**src/rtl/wb_stage.sv**
```systemverilog
// wb_stage: MEM/WB pipeline register and write-back datapath.
// It captures the MEM-stage instruction, extracts and extends load data,
// selects the write-back source and drives the register-file write port.
// It also exports a forwarding bypass and counts retired instructions.
//
// Ports:
//   clk, rst_n        clock, asynchronous active-low reset
//   in_*              instruction fields presented by the MEM stage
//   stall             hold the WB register and the retire counter
//   flush             kill the incoming instruction (stall has priority)
//   rf_we/rf_wr/rf_wd register-file write port, decoded from the WB register
//   fwd_valid/fwd_rd/fwd_data  bypass copy of the write port
//   load_err          MEM-sourced load with an unsupported funct3
//   instret           retired-instruction counter, wraps silently
module wb_stage #(
  parameter int unsigned XLEN  = 32,
  parameter int unsigned CNT_W = 32
) (
  input  logic             clk,
  input  logic             rst_n,
  input  logic             in_valid,
  input  logic [4:0]       in_rd,
  input  logic             in_rf_we,
  input  logic [1:0]       in_rf_wsel,
  input  logic [XLEN-1:0]  in_aluc,
  input  logic [XLEN-1:0]  in_ext,
  input  logic [XLEN-1:0]  in_pc4,
  input  logic [XLEN-1:0]  in_mem_rdata,
  input  logic [2:0]       in_funct3,
  input  logic             stall,
  input  logic             flush,
  output logic             rf_we,
  output logic [4:0]       rf_wr,
  output logic [XLEN-1:0]  rf_wd,
  output logic             fwd_valid,
  output logic [4:0]       fwd_rd,
  output logic [XLEN-1:0]  fwd_data,
  output logic             load_err,
  output logic [CNT_W-1:0] instret
);

  localparam int unsigned BYTE_W = 8;
  localparam int unsigned HALF_W = 16;

  localparam logic [1:0] WSEL_ALU = 2'b00;
  localparam logic [1:0] WSEL_EXT = 2'b01;
  localparam logic [1:0] WSEL_PC4 = 2'b10;
  localparam logic [1:0] WSEL_MEM = 2'b11;

  typedef struct packed {
    logic [4:0]      rd;
    logic            we;
    logic [1:0]      wsel;
    logic [XLEN-1:0] aluc;
    logic [XLEN-1:0] ext;
    logic [XLEN-1:0] pc4;
    logic [XLEN-1:0] mem_rdata;
    logic [2:0]      funct3;
  } wb_reg_t;

  logic             valid_q;
  wb_reg_t          r_q;
  logic [CNT_W-1:0] instret_q;

  logic [BYTE_W-1:0] ld_byte;
  logic [HALF_W-1:0] ld_half;
  logic [XLEN-1:0]   ld_data;
  logic              ld_illegal;
  logic [XLEN-1:0]   wd_mux;
  logic              load_err_c;

  // MEM/WB register and retire counter; stall freezes both.
  always_ff @(posedge clk or negedge rst_n) begin
    if (!rst_n) begin
      valid_q   <= 1'b0;
      r_q       <= '0;
      instret_q <= '0;
    end else if (!stall) begin
      valid_q         <= in_valid & ~flush;
      r_q.rd          <= in_rd;
      r_q.we          <= in_rf_we;
      r_q.wsel        <= in_rf_wsel;
      r_q.aluc        <= in_aluc;
      r_q.ext         <= in_ext;
      r_q.pc4         <= in_pc4;
      r_q.mem_rdata   <= in_mem_rdata;
      r_q.funct3      <= in_funct3;
      // Counts the instruction leaving WB on this edge.
      if (valid_q) instret_q <= instret_q + CNT_W'(1);
    end
  end

  // Little-endian lane select and load extension.
  always_comb begin
    ld_byte    = '0;
    ld_half    = '0;
    ld_data    = '0;
    ld_illegal = 1'b0;
    case (r_q.aluc[1:0])
      2'd0:    ld_byte = r_q.mem_rdata[7:0];
      2'd1:    ld_byte = r_q.mem_rdata[15:8];
      2'd2:    ld_byte = r_q.mem_rdata[23:16];
      default: ld_byte = r_q.mem_rdata[31:24];
    endcase
    ld_half = r_q.aluc[1] ? r_q.mem_rdata[31:16] : r_q.mem_rdata[15:0];
    case (r_q.funct3)
      3'b000:  ld_data = {{(XLEN-BYTE_W){ld_byte[BYTE_W-1]}}, ld_byte};
      3'b001:  ld_data = {{(XLEN-HALF_W){ld_half[HALF_W-1]}}, ld_half};
      3'b010:  ld_data = r_q.mem_rdata;
      3'b100:  ld_data = {{(XLEN-BYTE_W){1'b0}}, ld_byte};
      3'b101:  ld_data = {{(XLEN-HALF_W){1'b0}}, ld_half};
      default: ld_illegal = 1'b1;
    endcase
  end

  // Write-back source select.
  always_comb begin
    wd_mux = '0;
    case (r_q.wsel)
      WSEL_ALU: wd_mux = r_q.aluc;
      WSEL_EXT: wd_mux = r_q.ext;
      WSEL_PC4: wd_mux = r_q.pc4;
      WSEL_MEM: wd_mux = ld_data;
      default:  wd_mux = '0;
    endcase
  end

  assign load_err_c = valid_q & (r_q.wsel == WSEL_MEM) & ld_illegal;

  // Write port decode; x0 and faulting loads never write.
  assign rf_we     = valid_q & r_q.we & (r_q.rd != 5'd0) & ~load_err_c;
  assign rf_wr     = valid_q ? r_q.rd : 5'd0;
  assign rf_wd     = valid_q ? wd_mux : '0;
  assign fwd_valid = rf_we;
  assign fwd_rd    = rf_wr;
  assign fwd_data  = rf_wd;
  assign load_err  = load_err_c;
  assign instret   = instret_q;

endmodule

```
**config.mk**
```make
export PLATFORM = sky130hd
export DESIGN_NAME = wb_stage
export DESIGN_NICKNAME = d
export VERILOG_FILES = /design/src/rtl/wb_stage.sv
export SDC_FILE = /design/constraint.sdc
export NUM_CORES = 1
export LEC_CHECK = 0
export CAP_MARGIN = 40
export CORE_MARGIN = 1.5
export CORE_UTILIZATION = 50
export CTS_CLUSTER_SIZE = 40
export DETAILED_ROUTE_END_ITERATION = 7
export PLACE_DENSITY = 0.89
export SLEW_MARGIN = 30
export SYNTH_ARGS = -nofsm -noshare
export SYNTH_HDL_FRONTEND = slang
export SYNTH_SLANG_ARGS = --single-unit
```
**constraint.sdc**
```tcl
create_clock -name clk -period 5.7 [get_ports clk]
set_input_delay 0.855 -clock clk [delete_from_list [all_inputs] [get_ports clk]]
set_output_delay 0.855 -clock clk [all_outputs]
set_load 0.01 [all_outputs]
```
==> metrics.txt, run 1 <==
initial antenna violation count 1; ys flop type dfrtp_1; pwr/cell area 289.7 mW/mm^2; crit path from r_q[99]$_DFFE_PN0N_; Worst Path Required 4850 ps; routed vias/inst 5.859; CP endpoint kind output pin; core area 0.01718 mm^2; setup TNS 0 ps; # nets final 1061; count of cell types in the netlist 49; reg-to-reg startpoint instret[0]$_DFFE_PN0P_; DIE AREA 0.01822 mm^2; average wire per cell in the routed design 21.16 um; post-cts resize count 0; Overflow after GRT 0; crit-path cells or3b_2 -> o22ai_1 -> nand2_1 -> a21oi_1 -> clkdlybuf4s50_1; GPL Wtd Cong 0.8889; Hold Buf Count CTS 0; Post-CTS Setup Inserts 0; Horiz. Die Dim 135.0 um; Static Leak 0.004772 uW; Avg Cell Area, Syn 12.13 um^2; largest net degree at the start of global routing 86; Inserted Clock Buffers 17; Post-synth ARST share 100.0%; Syn Nets 863; Max VDD drop 0.0002487 V; Initial Util 50.70%; CP max stage delay 730 ps; RSZ-0062 raised after global routing false; minimum clock period 4034 ps; number of setup violations in the final report 0; CP bufs+invs 1; antenna-violating nets left 0; Rows 48; DR iter-0 viols 406; number of synthesized flops with an enable pin 0; root buffer cell clkbuf_16; Final Cycle Share 70.76%; Hold Path Class input pin to async pin; Hold Worst Slack 372.2 ps; H-tree lvl count 4; fraction of layout instances using a drive strength above 1 22.11%; CP Class flop to output pin; detailed placer's ending HPWL 17.06 mm; TritonRoute pass-1 iters 5; Post-Syn Instances 718; Slew headroom 47.67%; Clock Latency Late Sink 430 ps; WL final 24.38 mm; area grow syn2layout 35.92%; crit path launch type flop; yosys warns 0; Setup Skew 5.008 ps; first-pass GRT wire length 38.01 mm; Die Ht 135.0 um; CTS tree done; clock sinks 172; #FFs+latches synth 172; # IOs 253; Crit path max-delay family simple AND/OR/NAND/NOR gates; status completed; fmax 247.9 MHz; Hold Vio Cnt, Final 0; vias post-DR 6749; sequential area share after synthesis 49.43%; Least-Margin Pin Slew 785.0 ps; max-slew violation count 0; # DRC 0; Data arrival, critical path 3180 ps; maximum fanout along the worst path 12; PortBufs 252; vias in the first global route 6918; GRT Resource Usage Total 27.29%; Worst-path clk slew 70 ps; max cap viols 0; Synth Cell Area 0.008708 mm^2; critical path's slowest cell dfrtp_1; largest buffer count on any clock path 2; diode count 0
-- worst register-to-register path, stage by stage (launching register included) --
cell and delay (ps):
dfrtp_1 430, ha_1 240, nand3b_4 120, or4_1 690
nor4_4 320, xor2_1 160
-- synth_stat cells (2+ instances only) --
library cell	n	share of area (%)
nor2_1	26	1.1
nor3b_2	2	0.29
inv_1	6	0.26
mux2i_1	2	0.23
dfrtp_1	172	49
and3_1	3	0.22
nor2b_1	3	0.22
nor4_1	4	0.29
a21oi_1	14	0.80
a221oi_1	14	1.4
nand3_1	10	0.57
a2bb2oi_1	32	3.2
a211oi_1	17	1.5
or4_1	3	0.26
o21ai_0	2	0.11
nand2_1	21	0.91
mux4_2	7	1.8
xor2_1	17	1.7
and2_1	21	1.5
o221ai_1	31	3.1
nand2b_1	34	2.4
nor3b_1	2	0.17
buf_4	38	3.3
buf_2	7	0.40
mux2_2	140	18
nand4_1	6	0.43
clkbuf_1	42	1.8
nor3_1	7	0.40
xnor2_1	14	1.4
and4_1	2	0.20
-- routing by layer --
metal,wire (um),global-route usage (%)
met5,0,0
met2,12120,45.95
met3,2052,6.832
met1,9714,34.89
met4,489,8.184
-- per-stage QoR --
stage	cell area, um^2	total power (uW)	std cells	util, %	worst slack (ps)
finish	11840	3429	1152	68.91	1666
detailed placement	11140	2133	1120	64.86	2005
CTS	11810	3440	1150	68.73	1535
global route	11840	3559	1152	68.91	1458
floorplan	8708	1814	718	-	3008
global placement	11110	2105	1118	64.68	2121
-- cells in the final DEF, fill, tap and decap left out, types with 10 or more instances in the layout --
| cell type | n |
|---|---|
| nand3_1 | 10 |
| nor2_1 | 26 |
| buf_4 | 11 |
| dfrtp_1 | 171 |
| xnor2_1 | 14 |
| a211oi_1 | 17 |
| nand2_1 | 21 |
| clkdlybuf4s50_1 | 250 |
| and2_1 | 21 |
| a221oi_1 | 14 |
| a21oi_1 | 14 |
| mux2_2 | 140 |
| o221ai_1 | 31 |
| a2bb2oi_1 | 32 |
| nand2b_1 | 34 |
| xor2_1 | 17 |
| clkbuf_16 | 17 |
-- sequential cells by signal, indices dropped and copies added (netlist names) --
signal   flops
valid_q      1
r_q        139
instret     32
-- final timing paths --
kind / endpoint / slack [ps] / depth (start not counted)
worst max-delay path: fwd_data[13] / 1670 / 5
worst min-delay path: valid_q$_DFFE_PN0N_ / 370 / 1
worst max register to register: instret[16]$_DFFE_PN0P_ / 3670 / 5
worst min register to register: instret[31]$_DFFE_PN0P_ / 480 / 1
max in group asynchronous: r_q[3]$_DFFE_PN0N_ / 4240 / 2
min in group clk: instret[31]$_DFFE_PN0P_ / 480 / 1
-- report_power, final --
part	leakage (uW)	internal, uW	switching [uW]	total (uW)
Clock	0.000322	823	486	1310
Combinational	0.00239	387	292	679
Sequential	0.00206	1340	106	1440
-- kinds of logic after synthesis --
family,after synthesis,share of synthesized area [%]
fa+ha+maj,1,0.1437
compound gates,118,10.99
xor+xnor,31,3.118
flops,172,49.43
simple gates,152,10.26
mux,149,20.14
buf+inv,95,5.919
-- area by class of cell --
class / instances / area (um^2)
clock buffer: 21 / 480.5
clock inverter: 9 / 183.9
fill: 1260 / 5340
inverter: 7 / 26.28
multi-input combinational: 451 / 3889
sequential: 172 / 4305
tap: 225 / 281.5
timing repair buffer: 267 / 2670
Note: power is estimated with default switching activity, not from simulation.
==> inputs of run 2 (changes only) <==
- CORE_UTILIZATION: 50 -> 48
- PLACE_DENSITY: 0.89 -> 0.86
- clock period: 5.7 -> 4.2 ns (I/O delays scaled with it)
==> metrics.txt, run 2 (synthesis results as in run 1) <==
max reg flops 139; area grow syn2layout 35.04%; reg-to-reg startpoint instret[0]$_DFFE_PN0P_; first-pass GRT wire length 37.51 mm; Hold Vio Cnt, Final 0; Hold Buf Count CTS 0; status completed; Max VDD drop 0.0003234 V; Worst Path Required 3570 ps; CP endpoint kind output pin; # DRC 0; root buffer cell clkbuf_16; GRT Resource Usage Total 26.45%; TritonRoute pass-1 iters 5; Post-CTS Setup Inserts 0; CP max stage delay 800 ps; H-tree lvl count 4; setup TNS 0 ps; CTS tree done; Slew headroom 42.41%; vias post-DR 6693; Data arrival, critical path 3180 ps; Horiz. Die Dim 137.7 um; clock sinks 172; FF-to-FF path depth 5; DR iter-0 viols 417; antenna-violating nets left 0; Least-Margin Pin Slew 863.8 ps; post-cts resize count 0; CP bufs+invs 1; GPL Wtd Cong 0.8992; Overflow after GRT 0; largest buffer count on any clock path 2; Rows 49; routed vias/inst 5.780; max cap viols 0; R2R Setup Slk 2160 ps; largest net degree at the start of global routing 85; Static Leak 0.004719 uW; core area 0.01790 mm^2; Clock Latency Late Sink 420 ps; commonest non-fill, non-tap cell in the layout clkdlybuf4s50_1; Top reg by flops r_q; register area 0.004305 mm^2; area taken by multi-input logic gates 0.003900 mm^2; Crit path max-delay family compound AO/OA/AOI/OAI gates; crit-path cells mux2i_1 -> o32ai_4 -> a211oi_1 -> nor2_1 -> clkdlybuf4s50_1; minimum clock period 3807 ps; average wire per cell in the routed design 21.28 um; Filler cells 1413; Worst-path clk slew 60 ps; leading cell types in the layout, fill and taps excluded clkdlybuf4s50_1 (250), dfrtp_1 (171), mux2_2 (140); Reg2Reg Capture Point instret[16]$_DFFE_PN0P_; Final Cycle Share 90.64%; number of setup violations in the final report 0; vias in the first global route 6782; initial antenna violation count 1; Initial Util 48.64%; Die Ht 137.7 um; Setup Skew 8.471 ps; RSZ-0062 raised after global routing false; fmax 262.7 MHz; PortBufs 252; fraction of layout instances using a drive strength above 1 21.98%; maximum fanout along the worst path 16; pwr/cell area 373.3 mW/mm^2; CP Class flop to output pin; # nets final 1061; Hold Path Class input pin to async pin; max-slew violation count 0; Inserted Clock Buffers 17; critical path's slowest cell o32ai_4; detailed placer's ending HPWL 17.40 mm; WL final 24.64 mm; total power 4390 uW; crit path from r_q[100]$_DFFE_PN0N_; # IOs 253; crit path launch type flop; DIE AREA 0.01896 mm^2
-- run 2: worst max path at each step --
stage,cells past startpoint,endpoint,slack (ps)
3_3_place_gp,5,rf_wd[29],610
5_1_grt,5,rf_wd[14],260
2_1_floorplan,6,rf_wd[10],1730
6_report,5,rf_wd[29],390
3_5_place_dp,5,fwd_data[14],870
4_1_cts,5,fwd_data[14],390
-- run 2: cell type report --
cell class	instances	area share, %
Sequential cell	172	36.61
Timing Repair Buffer	267	22.77
Multi-Input combinational cell	451	33.16
Tap cell	229	2.436
Clock inverter	9	0.7448
Inverter	7	0.2234
Antenna cell	1	0.02128
Clock buffer	22	4.032
-- run 2: worst register-to-register path, cell delays in order (launching register included) --
cell	delay (ps)
dfrtp_1	440
ha_1	230
nand3b_4	110
or4_1	690
nor4_4	340
xor2_1	170
-- run 2: metrics by stage --
| step | cells | worst slack [ps] | hold WS [ps] | area [um^2] | util, % |
|---|---|---|---|---|---|
| 5_1_grt | 1157 | 263.3 | 14.12 | 11760 | 65.68 |
| 3_3_place_gp | 1123 | 608.4 | 459.6 | 11120 | 62.13 |
| 6_report | 1158 | 393.1 | 23.44 | 11760 | 65.69 |
| 3_5_place_dp | 1124 | 866.1 | 461.9 | 11150 | 62.27 |
| 2_1_floorplan | 718 | 1733 | 334.4 | 8708 | - |
| 4_1_cts | 1155 | 392.8 | 289.3 | 11710 | 65.41 |
-- run 2: per-layer routing --
layer	vias to the layer above	global-route usage, %	routed length (um)
met5	-	0	0
met4	0	10.13	671
met3	42	5.408	1705
met2	290	43.81	12040
met1	3366	34.21	10220
li1	2995	-	-
-- run 2: power breakdown --
group          total (uW)  internal (uW)  switching, uW
clock network        1510            861            645
registers            1960           1810            146
logic                 925            527            399
